**src/rtl/mux8_rr_arbiter_pkg.sv**
```systemverilog
// rtl/mux8_rr_arbiter_pkg.sv - shared constants, FSM encoding and round-robin pick for mux8_rr_arbiter
package mux8_rr_arbiter_pkg;

    localparam int NREQ  = 8;
    localparam int SEL_W = 3;

    typedef enum logic {
        ST_IDLE = 1'b0,
        ST_BUSY = 1'b1
    } state_t;

    // First set bit of req scanning upward from ptr, wrapping 7 -> 0.
    function automatic logic [SEL_W-1:0] rr_pick(
        input logic [NREQ-1:0]  req,
        input logic [SEL_W-1:0] ptr
    );
        logic [SEL_W-1:0] idx;
        logic             found;
        rr_pick = ptr;
        found   = 1'b0;
        for (int k = 0; k < NREQ; k++) begin
            idx = ptr + SEL_W'(k);
            if (!found && req[idx]) begin
                rr_pick = idx;
                found   = 1'b1;
            end
        end
    endfunction

endpackage

```
**src/rtl/mux8_rr_arbiter_mux8.sv**
```systemverilog
// rtl/mux8_rr_arbiter_mux8.sv - 8:1 lane multiplexer shared by the arbiter
module mux8_rr_arbiter_mux8
    import mux8_rr_arbiter_pkg::*;
#(
    parameter int WIDTH = 18
) (
    input  logic [NREQ*WIDTH-1:0] in_data,
    input  logic [SEL_W-1:0]      sel,
    output logic [WIDTH-1:0]      y
);

    logic [WIDTH-1:0] lanes [NREQ];

    for (genvar i = 0; i < NREQ; i++) begin : g_lane
        assign lanes[i] = in_data[i*WIDTH +: WIDTH];
    end

    assign y = lanes[sel];

endmodule

```
**src/rtl/mux8_rr_arbiter.sv**
```systemverilog
// rtl/mux8_rr_arbiter.sv - round-robin packet arbiter driving a shared MUX8 into a registered output stage
module mux8_rr_arbiter
    import mux8_rr_arbiter_pkg::*;
#(
    parameter int WIDTH   = 18,
    parameter int TIMEOUT = 16
) (
    input  logic                  CLK,
    input  logic                  RST_n,
    input  logic [NREQ-1:0]       req,
    input  logic [NREQ-1:0]       last,
    input  logic [NREQ*WIDTH-1:0] in_data,
    output logic [NREQ-1:0]       gnt,
    output logic [WIDTH-1:0]      out_data,
    output logic                  out_valid,
    output logic                  out_last,
    output logic [SEL_W-1:0]      out_src,
    input  logic                  out_ready,
    output logic                  timeout_err
);

    localparam logic [7:0] CNT_MAX = 8'(TIMEOUT - 1);

    state_t           state;
    state_t           state_nxt;
    logic [SEL_W-1:0] ptr;
    logic [SEL_W-1:0] sel;
    logic [SEL_W-1:0] pick;
    logic [7:0]       idle_cnt;
    logic [WIDTH-1:0] mux_y;
    logic             accept;
    logic             expire;

    mux8_rr_arbiter_mux8 #(
        .WIDTH (WIDTH)
    ) u_mux8 (
        .in_data (in_data),
        .sel     (sel),
        .y       (mux_y)
    );

    assign pick = rr_pick(req, ptr);

    always_comb begin
        gnt = '0;
        if (state == ST_BUSY && (!out_valid || out_ready)) begin
            gnt[sel] = 1'b1;
        end
    end

    assign accept = req[sel] && gnt[sel];
    // A beat landing on the expiry cycle is a transfer, never a timeout.
    assign expire = (state == ST_BUSY) && !accept && (idle_cnt == CNT_MAX);

    always_comb begin
        state_nxt = state;
        case (state)
            ST_IDLE: if (|req) state_nxt = ST_BUSY;
            ST_BUSY: if ((accept && last[sel]) || expire) state_nxt = ST_IDLE;
            default: state_nxt = ST_IDLE;
        endcase
    end

    always_ff @(posedge CLK or negedge RST_n) begin
        if (!RST_n) begin
            state       <= ST_IDLE;
            ptr         <= '0;
            sel         <= '0;
            idle_cnt    <= '0;
            out_data    <= '0;
            out_valid   <= 1'b0;
            out_last    <= 1'b0;
            out_src     <= '0;
            timeout_err <= 1'b0;
        end else begin
            state       <= state_nxt;
            timeout_err <= 1'b0;

            if (state == ST_IDLE && |req) begin
                sel <= pick;
            end

            if (accept) begin
                out_data  <= mux_y;
                out_last  <= last[sel];
                out_src   <= sel;
                out_valid <= 1'b1;
            end else if (out_ready) begin
                out_valid <= 1'b0;
            end

            if (state == ST_BUSY) begin
                if (accept) begin
                    idle_cnt <= '0;
                    if (last[sel]) ptr <= sel + 3'd1;
                end else if (expire) begin
                    timeout_err <= 1'b1;
                    idle_cnt    <= '0;
                    ptr         <= sel + 3'd1;
                end else if (!req[sel]) begin
                    idle_cnt <= idle_cnt + 8'd1;
                end
            end
        end
    end

endmodule

```
**config.mk**
```make
export PLATFORM = sky130hd
export DESIGN_NAME = mux8_rr_arbiter
export DESIGN_NICKNAME = d
export VERILOG_FILES = /design/src/rtl/mux8_rr_arbiter_pkg.sv /design/src/rtl/mux8_rr_arbiter_mux8.sv /design/src/rtl/mux8_rr_arbiter.sv
export SDC_FILE = /design/constraint.sdc
export NUM_CORES = 1
export LEC_CHECK = 0
export CAP_MARGIN = 30
export CORE_MARGIN = 2
export CORE_UTILIZATION = 41
export CTS_CLUSTER_SIZE = 10
export DETAILED_ROUTE_END_ITERATION = 7
export GPL_ROUTABILITY_DRIVEN = 1
export PLACE_DENSITY_LB_ADDON = 0.05
export SLEW_MARGIN = 20
export SYNTH_ARGS = -nofsm -noshare
export SYNTH_HDL_FRONTEND = slang
export SYNTH_SLANG_ARGS = --single-unit
```
**constraint.sdc**
```tcl
create_clock -name CLK -period 3.6 [get_ports CLK]
set_input_delay 0.72 -clock CLK [delete_from_list [all_inputs] [get_ports CLK]]
set_output_delay 0.72 -clock CLK [all_outputs]
set_load 0.02 [all_outputs]
```
==> impl_metrics.env <==
export IMPL_rows=34
export IMPL_route_final_wire_length_um=11800
export IMPL_postCtsSetupBuffers=0
export IMPL_grt_max_degree=40
export IMPL_status="finished, final reports clean"
export IMPL_highest_layer="met4"
export IMPL_hold_viol=0
export IMPL_drive_above_1_share_pct=17.6
export IMPL_die_w_um=99.0
export IMPL_peakVddDrop_mv=0.486
export IMPL_die_y_um=99.0
export IMPL_ys_types=56
export IMPL_insertion_delay_ns=0.30
export IMPL_tightest_slew_ns=0.647
export IMPL_max_freq_ghz=0.311
export IMPL_ant_nets=0
export IMPL_wl_met3_um=628
export IMPL_rsz0062_at_grt="false"
export IMPL_arrival_ns=3.40
export IMPL_syn_cell_area_um2=3700
export IMPL_cts_resized=0
export IMPL_powerDensity_nw_per_um2=791
export IMPL_drt_met1_wl_um=4910
export IMPL_ys_async_sr_fraction_pct=100
export IMPL_setup_viol=0
export IMPL_vias_per_cell=5.51
export IMPL_setup_worst_path_end_class="flip-flop"
export IMPL_insertedDiodeCount=0
export IMPL_synth_nets=490
export IMPL_layout_min_cycle_time_ns=3.22
export IMPL_yosys_warnings=0
export IMPL_vias=3410
export IMPL_slew_headroom_pct=56.8
export IMPL_syn_inst=323
export IMPL_place_congestion=0.852
export IMPL_clockRootBuffer="clkbuf_8"
export IMPL_fin_tns_setup_ns=0
export IMPL_hold_class="in2async"
export IMPL_antenna_found_initial=0
export IMPL_htreeDepth=2
export IMPL_seq_area_frac_synth_pct=26.4
export IMPL_die_area_um2=9800
export IMPL_ys_ff_latch=39
export IMPL_skew_ns=0.00666
export IMPL_routedWlPerCell_um=19.1
export IMPL_period_share_pct=89.4
export IMPL_post_route_drc_count=0
export IMPL_clkTransAtPathRegs_ns=0.08
export IMPL_first_pass_iters=4
export IMPL_nets=677
export IMPL_maxSlewViolCount=0
export IMPL_path_class="reg2reg"
export IMPL_portBuffers=194
export IMPL_wl_met2_um=6120
export IMPL_synthFlopType="dfrtp_1"
export IMPL_maxCapViolations=0
export IMPL_grt_pass1_vias=3601
export IMPL_coreArea_um2=8720
export IMPL_syn_avg_cell_area_um2=11.5
export IMPL_start_util_pct=42.4
export IMPL_cp_start_kind="flip-flop"
export IMPL_cp_max_fo=10
export IMPL_globalRouteOverflowTotal=0
export IMPL_hpwl_um=9850
export IMPL_grt_pass1_wl_um=19000
export IMPL_cts_buffers=5
export IMPL_clock_path_buffers=2
export IMPL_layout_cells_non_filler=619
export IMPL_track_usage_pct=24.6
export IMPL_numClockSinks=39
export IMPL_crit_required_ns=3.78
export IMPL_first_iter_violations=202
export IMPL_cts_tree="done"
export IMPL_synthToLayoutAreaGrowth_pct=57.9
export IMPL_io_pins=195
export IMPL_cts_hold_buffers=0
export IMPL_leakagePower_nw=2.33
export IMPL_dp_cells=610
export IMPL_synth_edf_count=0
==> per-layer routing <==
layer,vias up,GRT usage (%)
met5,-,0
met4,0,4.53
met3,13,4.11
met1,1647,33.8
met2,122,41.8
li1,1628,-
==> Yosys cell counts, types with 2 or more instances <==
| cell type | count | area, um^2 |
|---|---|---|
| buf_1 | 4 | 15.0 |
| o21ai_1 | 2 | 10.0 |
| o211ai_1 | 3 | 22.5 |
| nor2_1 | 18 | 67.6 |
| nand4_1 | 4 | 25.0 |
| mux2_1 | 2 | 22.5 |
| clkbuf_1 | 12 | 45.0 |
| nand2b_1 | 5 | 31.3 |
| mux4_1 | 3 | 78.8 |
| dfrtp_1 | 39 | 976 |
| ha_1 | 4 | 50.1 |
| a21boi_0 | 2 | 15.0 |
| nor4_1 | 2 | 12.5 |
| buf_6 | 5 | 56.3 |
| o22ai_1 | 4 | 25.0 |
| a21oi_1 | 3 | 15.0 |
| o21ai_0 | 23 | 115 |
| xnor2_1 | 3 | 26.3 |
| nand2_1 | 39 | 146 |
| and2_1 | 2 | 12.5 |
| nand3_1 | 8 | 40.0 |
| xor2_1 | 5 | 43.8 |
| mux4_2 | 47 | 1060 |
| a22oi_1 | 2 | 15.0 |
| inv_1 | 9 | 33.8 |
| or2_2 | 2 | 12.5 |
| mux2i_1 | 29 | 290 |
| clkbuf_8 | 2 | 27.5 |
| mux2_2 | 10 | 113 |
| nor2b_1 | 4 | 25.0 |
==> worst max-delay path: stages (launching register included) <==
cell and delay [ns]:
dfrtp_1 0.35, inv_1 0.09, ha_1 0.59, mux2_2 0.40, mux4_2 0.49, o32a_4 0.40, nor3_4 0.25, a222oi_1 0.12
xnor2_1 0.14, mux2_2 0.27
==> worst paths after layout <==
check | start | end | slack, ns | cells past startpoint
min in group CLK | out_data[1] | out_data[1] | 0.49 | 2
min | RST_n | state | 0.26 | 1
min reg2reg | out_data[1] | out_data[1] | 0.49 | 2
max in group asynchronous | RST_n | ptr[1] | 2.93 | 2
max reg2reg | ptr[0] | sel[0] | 0.38 | 9
max | ptr[0] | sel[0] | 0.38 | 9
==> state kept, by name, summed over array words and instances (netlist names), 3 cells and up <==
name      count
out_data     18
idle_cnt      8
out_src       3
ptr           3
sel           3
==> per-stage QoR <==
| stage | area (um^2) | total power, W | hold WS [ns] | util, % | setup slack, ns |
|---|---|---|---|---|---|
| finish | 5840 | 0.00462 | 0.261 | 67.0 | 0.382 |
| detailed placement | 5710 | 0.00427 | 0.470 | 65.5 | 0.193 |
| floorplan | 3700 | 0.00329 | 0.424 | - | 0.489 |
| CTS | 5820 | 0.00466 | 0.489 | 66.8 | 0.369 |
| global placement | 5710 | 0.00423 | 0.463 | 65.5 | 0.247 |
| global route | 5840 | 0.00500 | 0.255 | 67.0 | 0.178 |
==> logic make-up after synthesis <==
| logic type | synth area share, % |
|---|---|
| multiplexers | 42.6 |
| AND/OR/NAND/NOR | 12.2 |
| AO/OA/AOI/OAI | 9.64 |
| flip-flops | 26.4 |
| buffers and inverters | 5.00 |
| XOR/XNOR | 2.77 |
| adder cells (fa/ha/maj) | 1.35 |
==> report_power, final <==
part / total (W) / internal [W] / switching [W]
Combinational: 0.00339 / 0.00173 / 0.00167
Sequential: 0.000859 / 0.000631 / 0.000228
Clock: 0.000373 / 0.000209 / 0.000164
Total: 0.00462 / 0.00257 / 0.00206
==> layout by cell type (no fill, tap or decap), drive strengths merged, types with 3 or more instances in the layout <==
| cell type | instances |
|---|---|
| clkbuf | 5 |
| o21ai | 25 |
| mux4 | 50 |
| a21oi | 4 |
| nor2b | 4 |
| inv | 10 |
| nand4 | 4 |
| mux2 | 13 |
| o22ai | 4 |
| nand2 | 39 |
| ha | 4 |
| dfrtp | 39 |
| o211ai | 3 |
| clkdlybuf4s50 | 193 |
| nand3 | 8 |
| buf | 11 |
| nand2b | 5 |
| nor2 | 19 |
| mux2i | 29 |
| xor2 | 6 |
| xnor2 | 4 |
==> area by class of cell <==
| class | count | area (um^2) |
|---|---|---|
| Fill cell | 696 | 2880 |
| Timing Repair Buffer | 204 | 2020 |
| Clock inverter | 3 | 46.3 |
| Multi-Input combinational cell | 251 | 2560 |
| Inverter | 9 | 33.8 |
| Clock buffer | 5 | 68.8 |
| Tap cell | 108 | 135 |
| Sequential cell | 39 | 978 |
Power figures use the tool's default switching activity.
